--- config.mk ---
export PLATFORM = sky130hd
export DESIGN_NAME = if_id_queue
export DESIGN_NICKNAME = d
export VERILOG_FILES = /design/src/rtl/if_id_queue_pkg.sv /design/src/rtl/if_id_queue_mem.sv /design/src/rtl/if_id_queue.sv
export SDC_FILE = /design/constraint.sdc
export NUM_CORES = 1
export LEC_CHECK = 0
export ABC_CLOCK_PERIOD_IN_PS = 3300
export CAP_MARGIN = 20
export CORE_ASPECT_RATIO = 1.25
export CORE_MARGIN = 3
export CORE_UTILIZATION = 35
export CTS_BUF_LIST = sky130_fd_sc_hd__clkbuf_4 sky130_fd_sc_hd__clkbuf_8
export CTS_CLUSTER_DIAMETER = 50
export DETAILED_ROUTE_END_ITERATION = 6
export PLACE_DENSITY_LB_ADDON = 0.3
export SLEW_MARGIN = 20
export SYNTH_ARGS = -nofsm -noshare
export SYNTH_HDL_FRONTEND = slang
export SYNTH_SLANG_ARGS = --single-unit
--- constraint.sdc ---
create_clock -name clk -period 3.3 [get_ports clk]
set_input_delay 0.99 -clock clk [delete_from_list [all_inputs] [get_ports clk]]
set_output_delay 0.99 -clock clk [all_outputs]
set_load 0.02 [all_outputs]
--- src/rtl/if_id_queue_pkg.sv ---
// Shared widths and constants for the IF/ID queue: default pc/instruction widths,
// the bubble word, and boolean literals.
package if_id_queue_pkg;
  localparam int InstAddrBus = 32;
  localparam int InstBus     = 32;

  localparam logic [InstBus-1:0] ZeroWord = '0;
  localparam logic               True_v   = 1'b1;
  localparam logic               False_v  = 1'b0;
endpackage

--- src/rtl/if_id_queue_mem.sv ---
// DEPTH-entry register array with one write port and one combinational read port.
// Data is deliberately not reset; validity is tracked by the control logic.
module if_id_queue_mem #(
  parameter int DEPTH = 4,
  parameter int W     = 64,
  parameter int AW    = $clog2(DEPTH)
) (
  input  logic          clk,
  input  logic          we,
  input  logic [AW-1:0] waddr,
  input  logic [W-1:0]  wdata,
  input  logic [AW-1:0] raddr,
  output logic [W-1:0]  rdata
);
  logic [W-1:0] mem_q [DEPTH];

  always_ff @(posedge clk) begin
    if (we) mem_q[waddr] <= wdata;
  end

  assign rdata = mem_q[raddr];
endmodule

--- src/rtl/if_id_queue.sv ---
// Fetch-to-decode FIFO of {pc, inst} pairs with flush, global ready and bubble-on-empty.
// Optional same-cycle empty bypass when IF_ID_QUEUE_BYPASS_EN is defined.
module if_id_queue
  import if_id_queue_pkg::*;
#(
  parameter int      XLEN   = InstAddrBus,
  parameter int      INST_W = InstBus,
  parameter int      DEPTH  = 4,
  localparam int     CNT_W  = $clog2(DEPTH + 1)
) (
  input  logic              clk,
  input  logic              rst,
  input  logic              rdy,
  input  logic              flush,
  input  logic              if_valid,
  input  logic [XLEN-1:0]   if_pc,
  input  logic [INST_W-1:0] if_inst,
  output logic              if_ready,
  output logic              id_valid,
  output logic [XLEN-1:0]   id_pc,
  output logic [INST_W-1:0] id_inst,
  input  logic              id_ready,
  output logic [CNT_W-1:0]  count
);
  localparam int PTR_W = $clog2(DEPTH);
  localparam int W     = XLEN + INST_W;

  // Handshake: a transfer happens on a rising edge where valid && ready && rdy && !flush.
  // if_ready depends only on registered occupancy; id_valid may depend on if_valid
  // only in the bypass build. Valid must be held until the transfer occurs.
  logic [PTR_W-1:0] rd_ptr, wr_ptr;
  logic [CNT_W-1:0] count_q;
  logic [W-1:0]     head_data;
  logic             empty, full;
  logic             push, pop, bypass_hit, bypass_consume;
  logic             wr_en, rd_adv;

  assign empty    = (count_q == '0);
  assign full     = (count_q == CNT_W'(DEPTH));
  assign if_ready = !full;
  assign count    = count_q;

`ifdef IF_ID_QUEUE_BYPASS_EN
  assign bypass_hit = empty & if_valid & rdy & !flush;
`else
  assign bypass_hit = False_v;
`endif

  assign id_valid = !empty | bypass_hit;
  assign push     = rdy & if_valid & if_ready & !flush;
  assign pop      = rdy & id_valid & id_ready & !flush;

  // A bypassed entry consumed the same cycle never touches storage or pointers.
  assign bypass_consume = bypass_hit & id_ready;
  assign wr_en          = push & !bypass_consume;
  assign rd_adv         = pop & !bypass_consume;

  always_comb begin
    id_pc   = '0;
    id_inst = '0;
    if (bypass_hit) begin
      id_pc   = if_pc;
      id_inst = if_inst;
    end else if (!empty) begin
      {id_pc, id_inst} = head_data;
    end
  end

  always_ff @(posedge clk) begin
    if (rst) begin
      rd_ptr  <= '0;
      wr_ptr  <= '0;
      count_q <= '0;
    end else if (rdy) begin
      if (flush) begin
        rd_ptr  <= '0;
        wr_ptr  <= '0;
        count_q <= '0;
      end else begin
        if (wr_en)  wr_ptr <= wr_ptr + PTR_W'(1);
        if (rd_adv) rd_ptr <= rd_ptr + PTR_W'(1);
        if (wr_en && !rd_adv)      count_q <= count_q + CNT_W'(1);
        else if (rd_adv && !wr_en) count_q <= count_q - CNT_W'(1);
      end
    end
  end

  if_id_queue_mem #(
    .DEPTH (DEPTH),
    .W     (W),
    .AW    (PTR_W)
  ) u_mem (
    .clk   (clk),
    .we    (wr_en & !rst),
    .waddr (wr_ptr),
    .wdata ({if_pc, if_inst}),
    .raddr (rd_ptr),
    .rdata (head_data)
  );
endmodule

### Word level (Yosys, flattened, before mapping)

Memory sizes are Yosys's and may differ from the RTL's. A register that Yosys moved wholly into a read port is not among the register bits.
Cells that the tools add are included.
Widths: inputs -> output; s select.

| word-level totals | value |
|---|---|
| register bits | 7 |
| latch bits | 0 |
| bits in writable memories | 256 |
| ROM bits | 0 |
| input bits | 70 |
| output and inout port bits | 69 |
| logic and storage cells | 44 |
| memories kept | 1 |

| cells by class | value |
|---|---|
| add/sub/neg operators | 4 |
| $mul | 0 |
| div/mod/pow operators | 0 |
| $lt $le $gt $ge | 0 |
| equal/unequal tests | 1 |
| shift-type cells | 0 |
| muxes and demuxes | 13 |
| bitwise operators | 7 |
| reduce and logical (&&, ||, !) cells | 15 |

Memories:

| memory | words | bits a word | rd ports | clocked after memory_dff | wr ports | line | RTL |
|---|---|---|---|---|---|---|---|
| u_mem.mem_q | 4 | 64 | 1 | 1 | 1 | if_id_queue_mem.sv:15 | `logic [W-1:0] mem_q [DEPTH];` |

Operators with widths:

| kind | number |
|---|---|
| $mux 32 | 2 |
| $mux 2 | 6 |
| $mux 3 | 3 |
| $and 1x1->1 | 7 |
| $logic_not 1->1 | 6 |
| $reduce_and 2->1 | 3 |
| $add 2x1->2 const B | 2 |
| $reduce_bool 2->1 | 2 |
| $add 3x1->3 const B | 1 |
| $eq 3x3->1 const B | 1 |
| $logic_not 3->1 | 1 |
| $reduce_bool 3->1 | 1 |
| $sub 3x1->3 const B | 1 |
| $logic_and 1x1->1 | 2 |
| $mux 1 | 2 |

### Logic depth before layout (Yosys ltp)

Gate-level depths: netlist (run 1).

| depth | value |
|---|---|
| depth after elaboration | 9 |
| gate-level depth with buffers | 9 |
| mapped depth without buffers | 8 |

### Modules after synthesis

A second synthesis (run 1) with hierarchy kept.

| unflattened totals | value |
|---|---|
| cells, all modules | 468 |
| area total of the unflattened synthesis | 10242.3 um^2 |

By module, submodules not included:

| module | times used | cells each | area an instance (um^2) | sequential area each (um^2) |
|---|---|---|---|---|
| if_id_queue_mem | 1 | 338 | 9341.5 | 7687.4 |
| if_id_queue | 1 | 130 | 900.9 | 140.1 |

### Worst setup path before layout (run 1)

No wires, ideal clock.

| timing path | value |
|---|---|
| kind | input-to-reg |
| start point | in if_valid |
| end point | mem u_mem.mem_q[0][0] (enable) |
| library setup time | 429 ps |
| data arrival time | 2936 ps |
| required time | 2871 ps |
| slack | -65 ps |
| stages on the path | 4 |
| path buffers | 1 |
| cell sequence | buf_4 nand4b_1 nor2_1 and2_1 |

| on the way | value |
|---|---|
| longest elaborated chain between the ends | 6 |

RTL lines:

| element | line | RTL |
|---|---|---|
| start: declaration | if_id_queue.sv:15 | `input logic if_valid,` |
| $and 1x1->1 (3 in series) | if_id_queue.sv:50 | `assign push = rdy & if_valid & if_ready & !flush;` |
| $and 1x1->1 | if_id_queue.sv:94 | `.we (wr_en & !rst),` |
| $mux 1 | if_id_queue_mem.sv:18 | `if (we) mem_q[waddr] <= wdata;` |
| $mux 1 (implied by the code) | if_id_queue_mem.sv:18 |  |
| end: declaration | if_id_queue_mem.sv:15 |  |

No other way between the ends.

### Worst setup path in the final report (run 1)

| timing path | value |
|---|---|
| start point | reg count_q[0], in the netlist count[0] |
| end point | out id_valid |

| on the way | value |
|---|---|
| longest elaborated chain between the ends | 2 |

RTL lines:

| element | line | RTL |
|---|---|---|
| start: declaration | if_id_queue.sv:32 | `logic [CNT_W-1:0] count_q;` |
| start signal: assignment | if_id_queue.sv:82 | `if (wr_en && !rd_adv) count_q <= count_q + CNT_W'(1);` |
| start signal: assignment | if_id_queue.sv:83 | `else if (rd_adv && !wr_en) count_q <= count_q - CNT_W'(1);` |
| $logic_not 3->1 | if_id_queue.sv:38 | `assign empty = (count_q == '0);` |
| $logic_not 1->1 | n/a |  |
| end: declaration | if_id_queue.sv:19 | `output logic id_valid,` |

No other way between the ends.

==> results of run 1 <==
==> logic make-up (layout without fill, tap and decap cells) <==
logic type                 count (synthesis)  count (layout)  synth area share [%]
DFF                                      265             265                  76.7
and+or+nand+nor                           90              90                  5.43
muxes                                     67              67                  14.3
buffers and inverters                     32             247                  1.54
AOI/OAI and AO/OA                         22              22                  1.33
adders and majority gates                  5               5                 0.683
==> flip-flops by register name (all words and copies together) (netlist names), named ones only <==
| register | cells |
|---|---|
| u_mem.mem_q | 256 |
| count | 3 |
| rd_ptr | 2 |
| wr_ptr | 2 |
==> cell type report <==
cell class                      instances  area share [%]
Inverter                                5           0.142
Timing Repair Buffer                  162            12.9
Multi-Input combinational cell        184            17.0
Clock buffer                           67            5.95
Sequential cell                       265            59.8
Clock inverter                         13           0.456
Tap cell                              390            3.70
==> how the worst min path moves through the flow <==
stage | depth (start not counted) | endpoint | slack [ns] | from
CTS | 2 | wr_ptr[1]$_SDFFE_PP0P_ | 0.51 | wr_ptr[1]$_SDFFE_PP0P_
detailed placement | 2 | wr_ptr[1]$_SDFFE_PP0P_ | 0.50 | wr_ptr[1]$_SDFFE_PP0P_
global route | 2 | wr_ptr[1]$_SDFFE_PP0P_ | 0.54 | wr_ptr[1]$_SDFFE_PP0P_
finish | 2 | wr_ptr[1]$_SDFFE_PP0P_ | 0.51 | wr_ptr[1]$_SDFFE_PP0P_
global placement | 2 | flip-flop | 0.48 | rd_ptr[1]$_SDFFE_PP0N_
floorplan | 2 | flip-flop | 0.46 | rd_ptr[1]$_SDFFE_PP0N_
==> stage by stage <==
| step | hold WS, ns | utilization, % |
|---|---|---|
| after floorplan | 0.457 | - |
| after global placement | 0.479 | 42.9 |
| after detailed placement | 0.499 | 42.9 |
| after CTS | 0.509 | 46.0 |
| after global routing | 0.545 | 46.0 |
| final | 0.508 | 46.0 |
==> timing repair <==
item                                    in CTS  in global routing
gates resized for setup                     77                 36
endpoints found under the setup margin      64                 50
setup buffers                                3                  0
cloned                                       2                  0
==> cells in the final DEF (no fill, tap or decap), types with 2 or more instances in the layout <==
cell type	count
inv_1	5
dfxtp_1	7
nand2_1	2
ha_1	4
nand3b_1	2
dlygate4sd2_1	36
and2_1	64
dfxtp_4	2
nor2_1	8
clkbuf_8	45
a211o_1	2
o21ai_0	4
clkinvlp_4	2
mux2i_1	3
buf_6	2
clkinv_2	3
or3b_1	2
clkinv_1	8
edfxtp_1	256
clkdlybuf4s15_1	15
a21oi_1	9
clkdlybuf4s50_1	74
mux4_2	64
clkbuf_2	12
buf_4	4
buf_12	15
and2_4	4
clkbuf_4	22
==> worst max-delay path: cells and delay by family, from the launching register on <==
family | cells | cell delay (ns)
buf+inv | 2 | 0.75
flops | 1 | 0.37
simple gates | 1 | 0.55
==> layer usage <==
layer / routed length [um] / part of all wire (%) / global-route usage (%)
met1: 8240 / 39 / 15.5
met2: 11300 / 53 / 24.7
met3: 1160 / 5.5 / 3.59
met4: 455 / 2.2 / 4.61
met5: 20 / 0.095 / 0
==> where the power goes <==
group / internal, uW / switching (uW)
Sequential: 3720 / 20.1
Combinational: 477 / 577
Clock: 1510 / 1200
==> run metrics, run 1 <==
status=completed; Design Area, Final=about 13,000 sq um; maxcap violations=0; routed wire length=21,100 um; Final Non-Filler Cells=around 1,100; predominant post-synthesis flop cell=edfxtp_1; Yosys cell types=36; Post-synth top cells=edfxtp_1 (256), and2_1 (68), mux4_2 (64); first-pass GRT wire length=33,300 um; critical setup path kind=reg -> out; R2R depth=8; Post-Syn Instances=481; Via density=4.75; Leak=~0.0044 uW; HPWL Detailed=between 10,000 and 15,000 um; remaining global-route overflow=0; Hold Crit Class=reg -> reg; fill count=between 2,000 and 2,500; Synth Register Bits=265; worst skew pair latency=~0.53 ns; Post-synth EDFFs=256; area leader, netlist=edfxtp_1; crit-path cells=or3_2 -> buf_12 -> clkdlybuf4s50_1; fmax=around 310 MHz; minimum clock period=3.21 ns; port buffer count=between 100 and 150; final clock period utilization by the worst path=97.2%; Slowest-stage cell, CP=clkdlybuf4s50_1; maximum clock insertion buffer count=3; VDD IR-drop max=0.000293 V; DRT Pass-1 Iters=4; Initial Util=a little over a third; Wirelength per Cell=19.5 um; Critical Path Start=count[0]$_SDFFE_PP0P_; endpoint type of the worst setup path=primary output; Clock transition at path regs=0.06 ns; die area=around 31,000 sq um; layout cells sized above 1=26.0%; pre-CTS setup slack=0.0495 ns; top-area cell type share of the netlist area=74.9%; RSZ-0062 raised after global routing=yes; Max H-tree Level=2; Mapped Nets=556; site row count=69; Placer Congestion=0.808; initial antenna violation count=1; synthesized area=10,300 sq um; Reg-to-Reg Start=count[2]$_SDFFE_PP0P_; antenna-violating nets left=0; crit path to=id_valid; top-count cell post-synth=edfxtp_1; Crit path largest cell delay=0.56 ns; Post-CTS Hold Fix Bufs=0; CP arrival=~2.2 ns; Worst Skew=0.0166 ns; Synth async-reset ratio=0%; Hold Vio Cnt, Final=0; TritonCTS Buffers=44; Area Growth Syn to Fin=28.4%; DP Area=12,300 sq um; CTS tree=built; area of the multi-input gates=around 2200 sq um; Tot GR Track Use=a little over an eighth; yosys warns=0; Die W=159 um; FF-to-FF End=count[2]$_SDFFE_PP0P_; sequential element share of the synthesized area=76.7%; # clock sinks=265; number of diodes=0; DRC viols=0; placed insts=1,001; fin. max-slew vios=0; Final #Nets=roughly 740; root buffer cell=clkbuf_8; Slew Limit Headroom=a little under three quarters; worst slew pin tran=0.427 ns; sequential cell area=7880 sq um; Power per Cell Area=570 nW/um^2; setup_tns=0 ns; setup violators final=0; crit path max fanout=38; Crit path required time=2.31 ns; Critical Path Start Type=flip-flop; R2R setup slack=roughly 0.54 ns; via count=5,159; Total Power=7510 uW; IO Count=~140; post-route setup slack=between 0.09 and 0.1 ns; leading post-synthesis cells by cell area=edfxtp_1 (75%), mux4_2 (14%), and2_1 (4.1%); Core ar.=28,700 sq um; initial drt markers=258; Syn Area/Cell=21.3 sq um; Die Ht=197 um; vias in the first global route=5,905; largest net degree at the start of global routing=65
No activity file was read; power rests on OpenSTA's default activity.
==> inputs of run 2 (changes only) <==
--- a/config.mk
+++ b/config.mk
@@ -18,3 +18,4 @@
 export SYNTH_ARGS = -nofsm -noshare
 export SYNTH_HDL_FRONTEND = slang
 export SYNTH_SLANG_ARGS = --single-unit
+export TNS_END_PERCENT = 5
==> run metrics, run 2 (synthesis gave the netlist of run 1 again) <==
port buffer count=138 (unchanged); commonest non-fill, non-tap cells in the layout=edfxtp_1 (256), clkdlybuf4s50_1 (73), mux4_2 (64), and2_1 (64), dlygate4sd2_1 (45); Final Non-Filler Cells=1,082 (-0.37%); Critical Path Start Type=flip-flop; Leak=0.00440 uW (+0.28%); setup_tns=0 ns (unchanged); worst skew pair latency=0.53 ns (about the same); minimum clock period=3.20 ns (-0.00434 ns); Wirelength per Cell=19.7 um (+0.97%); Crit path required time=2.31 ns (about the same); Tot GR Track Use=13.3% (-0.21 points); Final #Nets=739 (+0.27%); routed wire length=21,300 um (+0.60%); Die Ht=197 um (unchanged); fill count=2,469 (-1.1%); Max H-tree Level=2 (unchanged); Die W=159 um (unchanged); Worst Skew=0.0248 ns (+0.00822 ns); Area Growth Syn to Fin=28.4% (about the same); FF-to-FF End=count[2]$_SDFFE_PP0P_; Via density=4.84 (+1.9%); layout cells sized above 1=23.3% (-2.7 points); Placer Congestion=0.766 (-5.3%); Core ar.=28,700 sq um (unchanged); CP arrival=2.21 ns (about the same); vias in the first global route=5,704 (-3.4%); RSZ-0062 raised after global routing=yes; site row count=69 (unchanged); setup violators final=0 (unchanged); fin. max-slew vios=0 (unchanged); fmax=312 MHz (+0.14%); number of diodes=0 (unchanged); maxcap violations=0 (unchanged); initial antenna violation count=0 (-1); Post-CTS Hold Fix Bufs=0 (unchanged); R2R depth=8 (unchanged); placed insts=1,003 (+0.20%); Initial Util=35.8% (unchanged); initial drt markers=300 (+16%); critical setup path kind=reg -> out; commonest non-fill, non-tap cell in the layout=edfxtp_1; Power per Cell Area=555 nW/um^2 (-2.6%); worst slew pin tran=0.374 ns (-0.0536 ns); Hold Crit Class=reg -> reg; # clock sinks=265 (unchanged); via count=5,240 (+1.6%); max reg flops=256 (unchanged); remaining global-route overflow=0 (unchanged); R2R setup slack=0.49 ns (-0.05 ns); HPWL Detailed=12,800 um (+3.3%); maximum clock insertion buffer count=3 (unchanged); Reg-to-Reg Start=count[2]$_SDFFE_PP0P_; TritonCTS Buffers=43 (-2.3%); largest net degree at the start of global routing=48 (-26%); endpoint type of the worst setup path=primary output; Hold Vio Cnt, Final=0 (unchanged); DRC viols=0 (unchanged); root buffer cell=clkbuf_8; VDD IR-drop max=0.000315 V (+7.5%); die area=31,400 sq um (unchanged); IO Count=139 (unchanged); status=completed; crit path max fanout=8 (-79%); CTS tree=built; final clock period utilization by the worst path=97.1% (-0.13 points); Slew Limit Headroom=75.0% (+3.5 points); hold depth=2 (unchanged); antenna-violating nets left=0 (unchanged); Top reg by flops=u_mem.mem_q; worst hold slack=0.482 ns (-0.0268 ns); HP Start=rd_ptr[1]$_SDFFE_PP0N_; first-pass GRT wire length=32,600 um (-1.9%); DRT Pass-1 Iters=4 (unchanged); Clock transition at path regs=0.06 ns (about the same)
-- run 2: cell types whose count changed in the layout (fill, tap and decap cells not counted), sizes merged --
cell / change
clkdlybuf4s50: -1
clkinv: +9
clkinvlp: -1
clkdlybuf4s15: +1
clkbuf: -22
dlygate4sd2: +9
dlymetal6s2s: +1
bufbuf: -1
buf: +1
-- run 2: final cells by class --
cell class | count | area, sq um | share of cell area [%]
sequential | 265 | 7880 | 59.8
multi-input combinational | 184 | 2250 | 17.0
timing repair buffer | 165 | 1790 | 13.6
clock buffer | 52 | 659 | 5.00
tap | 390 | 488 | 3.70
clock inverter | 21 | 95.1 | 0.722
inverter | 5 | 18.8 | 0.142
-- run 2: power by group --
group | switching [uW] | leakage [uW] | internal (uW)
Clock | 1190 | 0.000399 | 1310
Combinational | 581 | 0.00162 | 484
Sequential | 21.0 | 0.00238 | 3720
Total | 1790 | 0.00440 | 5520
-- run 2: repair_timing --
| action | 4_1_cts | 5_1_grt |
|---|---|---|
| cloned | 0 | 3 |
| hold endpoints to repair | 0 | 0 |
| gates resized for setup | 65 | 22 |
| buffers inserted | 0 | 3 |
| endpoints found under the setup margin | 64 | 30 |
-- run 2: worst max-delay path, stage by stage (launching register included) --
cell,delay (ns)
dfxtp_4,0.39
buf_12,0.13
clkbuf_16,0.17
mux4_2,0.50
and2_1,0.18
dlygate4sd2_1,0.32
-- run 2: how the worst max path moves through the flow --
stage / slack (ns) / end / cells after the start / startpoint
after floorplan: -0.07 / u_mem.mem_q[1][0]$_DFFE_PP_ / 4 / if_valid
after global placement: 0.09 / count[2]$_SDFFE_PP0P_ / 8 / flush
after detailed placement: 0.02 / count[2]$_SDFFE_PP0P_ / 8 / flush
after CTS: 0.006 / id_pc[31] / 4 / flip-flop
after global routing: -0.005 / id_inst[28] / 5 / flip-flop
final: 0.1 / id_inst[20] / 5 / flip-flop
-- run 2: stage by stage --
step           instance area, sq um  utilization [%]  setup WS (ns)  total power, uW
6_report                      13200             46.0         0.0968             7320
3_5_place_dp                  12300             43.1         0.0218             4980
4_1_cts                       13000             45.4        0.00574             7410
2_1_floorplan                 10300                -        -0.0651             4370
3_3_place_gp                  12300             43.1         0.0908             4960
5_1_grt                       13200             46.0       -0.00491             7650
-- run 2: metal layers --
metal | part of all wire (%) | vias up | GRT usage [%]
met1 | 38 | 2717 | 15.5
met5 | 0 | - | 0
li1 | - | 2314 | -
met2 | 54 | 174 | 24.2
met3 | 6.1 | 35 | 3.75
met4 | 2.1 | 0 | 3.92
==> inputs of run 3 (changes only) <==
--- a/config.mk
+++ b/config.mk
@@ -5,9 +5,8 @@
 export SDC_FILE = /design/constraint.sdc
 export NUM_CORES = 1
 export LEC_CHECK = 0
-export ABC_CLOCK_PERIOD_IN_PS = 3300
 export CAP_MARGIN = 20
-export CORE_ASPECT_RATIO = 1.25
+export CORE_ASPECT_RATIO = 0.7
 export CORE_MARGIN = 3
 export CORE_UTILIZATION = 35
 export CTS_BUF_LIST = sky130_fd_sc_hd__clkbuf_4 sky130_fd_sc_hd__clkbuf_8
==> constraint.sdc (replaced) <==
create_clock -name clk -period 3.7 [get_ports clk]
set_input_delay 1.11 -clock clk [delete_from_list [all_inputs] [get_ports clk]]
set_output_delay 1.11 -clock clk [all_outputs]
set_load 0.02 [all_outputs]
==> run metrics, run 3 (synthesis gave the netlist of run 1 again) <==
WP buf/inv=2 (-1); fill count=2,430 (-1.6%); Power per Cell Area=510 nW/um^2 (-8.2%); die area=31,400 sq um (about the same); endpoint type of the worst setup path=primary output; IO Count=139 (unchanged); commonest non-fill, non-tap cells in the layout=edfxtp_1 (256), clkdlybuf4s50_1 (112), mux4_2 (64), and2_1 (64), clkbuf_8 (44); Die W=211 um (+32%); crit-path cells=buf_12 -> mux4_2 -> and2_1 -> clkdlybuf4s50_1; post-layout util=46.5% (+0.49 points); Final Non-Filler Cells=1,061 (-1.9%); CTS tree=built; initial drt markers=274 (-8.7%); layout cells sized above 1=23.0% (-0.22 points); port buffer count=138 (unchanged); RSZ-0062 raised after global routing=yes; Seq pwr share=49.8% (-1.4 points); Clk pwr share=35.3% (+1.0 points); worst slew pin tran=0.378 ns (+0.00373 ns); sw power=1650 uW (-8.0%); Final #Nets=732 (-0.95%); setup_tns=0 ns (unchanged); maximum clock insertion buffer count=3 (unchanged); first-pass GRT wire length=33,700 um (+3.5%); largest net degree at the start of global routing=70 (+46%); root buffer cell=clkbuf_8; fin. max-slew vios=0 (unchanged); Initial Util=36.2% (+0.42 points); Core ar.=28,300 sq um (-1.2%); Slowest-stage cell, CP=clkdlybuf4s50_1; Crit path largest cell delay=0.55 ns (+0.05 ns); DRC viols=0 (unchanged); critical setup path kind=reg -> out; status=completed; DRT Pass-1 Iters=4 (unchanged); Tot GR Track Use=14.2% (+0.90 points); CP arrival=2.50 ns (+0.29 ns); Hold Crit Class=reg -> reg; # clock sinks=265 (unchanged); site row count=51 (-26%); Placer Congestion=0.777 (+1.5%); Hold Vio Cnt, Final=0 (unchanged); placed insts=982 (-2.1%); combinational share of power=14.9% (+0.3 points); Top reg by flops=u_mem.mem_q; crit path max fanout=21 (+13); HPWL Detailed=13,000 um (+1.5%); Worst Skew=0.0181 ns (-0.00676 ns); Int Pwr=5060 uW (-8.4%); Die Ht=149 um (-24%); initial antenna violation count=0 (unchanged); via count=5,186 (-1.0%); VDD IR-drop max=0.000242 V (-23%); setup violators final=0 (unchanged); maxcap violations=0 (unchanged); Wirelength per Cell=20.7 um (+5.1%); fmax=approximately 280 MHz; Max H-tree Level=2 (unchanged); Slew Limit Headroom=74.8% (-0.17 points); Clock transition at path regs=0.06 ns (about the same); Via density=4.89 (+0.93%); Leak=0.00455 uW (+3.3%); vias in the first global route=5,692 (-0.21%); TritonCTS Buffers=42 (-2.3%); number of diodes=0 (unchanged); Crit path required time=2.59 ns (+0.28 ns); minimum clock period=around 3.6 ns; worst hold slack=0.491 ns (+0.00976 ns); worst skew pair latency=0.55 ns (+0.02 ns); Area Growth Syn to Fin=28.3% (about the same); remaining global-route overflow=0 (unchanged); switch share=24.6% (+0.084 points); antenna-violating nets left=0 (unchanged); routed wire length=21,900 um (+3.1%); commonest non-fill, non-tap cell in the layout=edfxtp_1; final clock period utilization by the worst path=97.7%; max reg flops=256 (unchanged); CP delay by family, top=buffers and inverters; Critical Path Start Type=flip-flop
-- run 3: routing by layer --
layer	GRT usage, %	share of wire [%]
met3	4.06	6.0
met5	0	0
met4	3.85	1.8
met1	18.3	43
met2	23.9	49
-- run 3: tightest hold or removal path, cell delays in order (launching register included) --
cell and delay [ns]:
dfxtp_1 0.30, o21ai_0 0.07, a21oi_1 0.08
-- run 3: cell type report --
class	instances	area [sq um]	area share, %
sequential	265	7880	59.8
multi-input combinational	184	2250	17.1
timing repair buffer	159	1750	13.3
clock buffer	58	711	5.40
tap	371	464	3.53
clock inverter	19	93.8	0.713
inverter	5	18.8	0.143
-- run 3: what timing repair did --
action                     CTS  global route
buffers inserted             1             1
setup endpoints to repair   55            46
gates resized for setup      4            23
hold buffers                 0             0
-- run 3: final timing paths --
kind	start	to	slack, ns	cells after the start
min reg2reg	rd_ptr[1]$_SDFFE_PP0N_	flip-flop	0.49	2
min	rd_ptr[1]$_SDFFE_PP0N_	flip-flop	0.49	2
max	flip-flop	id_pc[22]	0.09	4
max reg2reg	count[2]$_SDFFE_PP0P_	count[2]$_SDFFE_PP0P_	0.89	8
-- run 3: metrics by stage --
step	instance area, sq um	total power, uW	setup slack (ns)
3_3_place_gp	12300	4420	0.329
3_5_place_dp	12300	4440	0.295
6_report	13200	6710	0.0864
5_1_grt	13200	7040	-0.0531
2_1_floorplan	10300	3900	0.215
4_1_cts	13100	6850	0.00633
-- run 3: power by group through the flow --
stage	registers (uW)	logic [uW]	clock network [uW]
floorplan	3400	495	0
global placement	3400	1020	0
detailed placement	3410	1030	0
CTS	3340	1040	2470
global route	3340	1080	2620
finish	3340	1000	2370
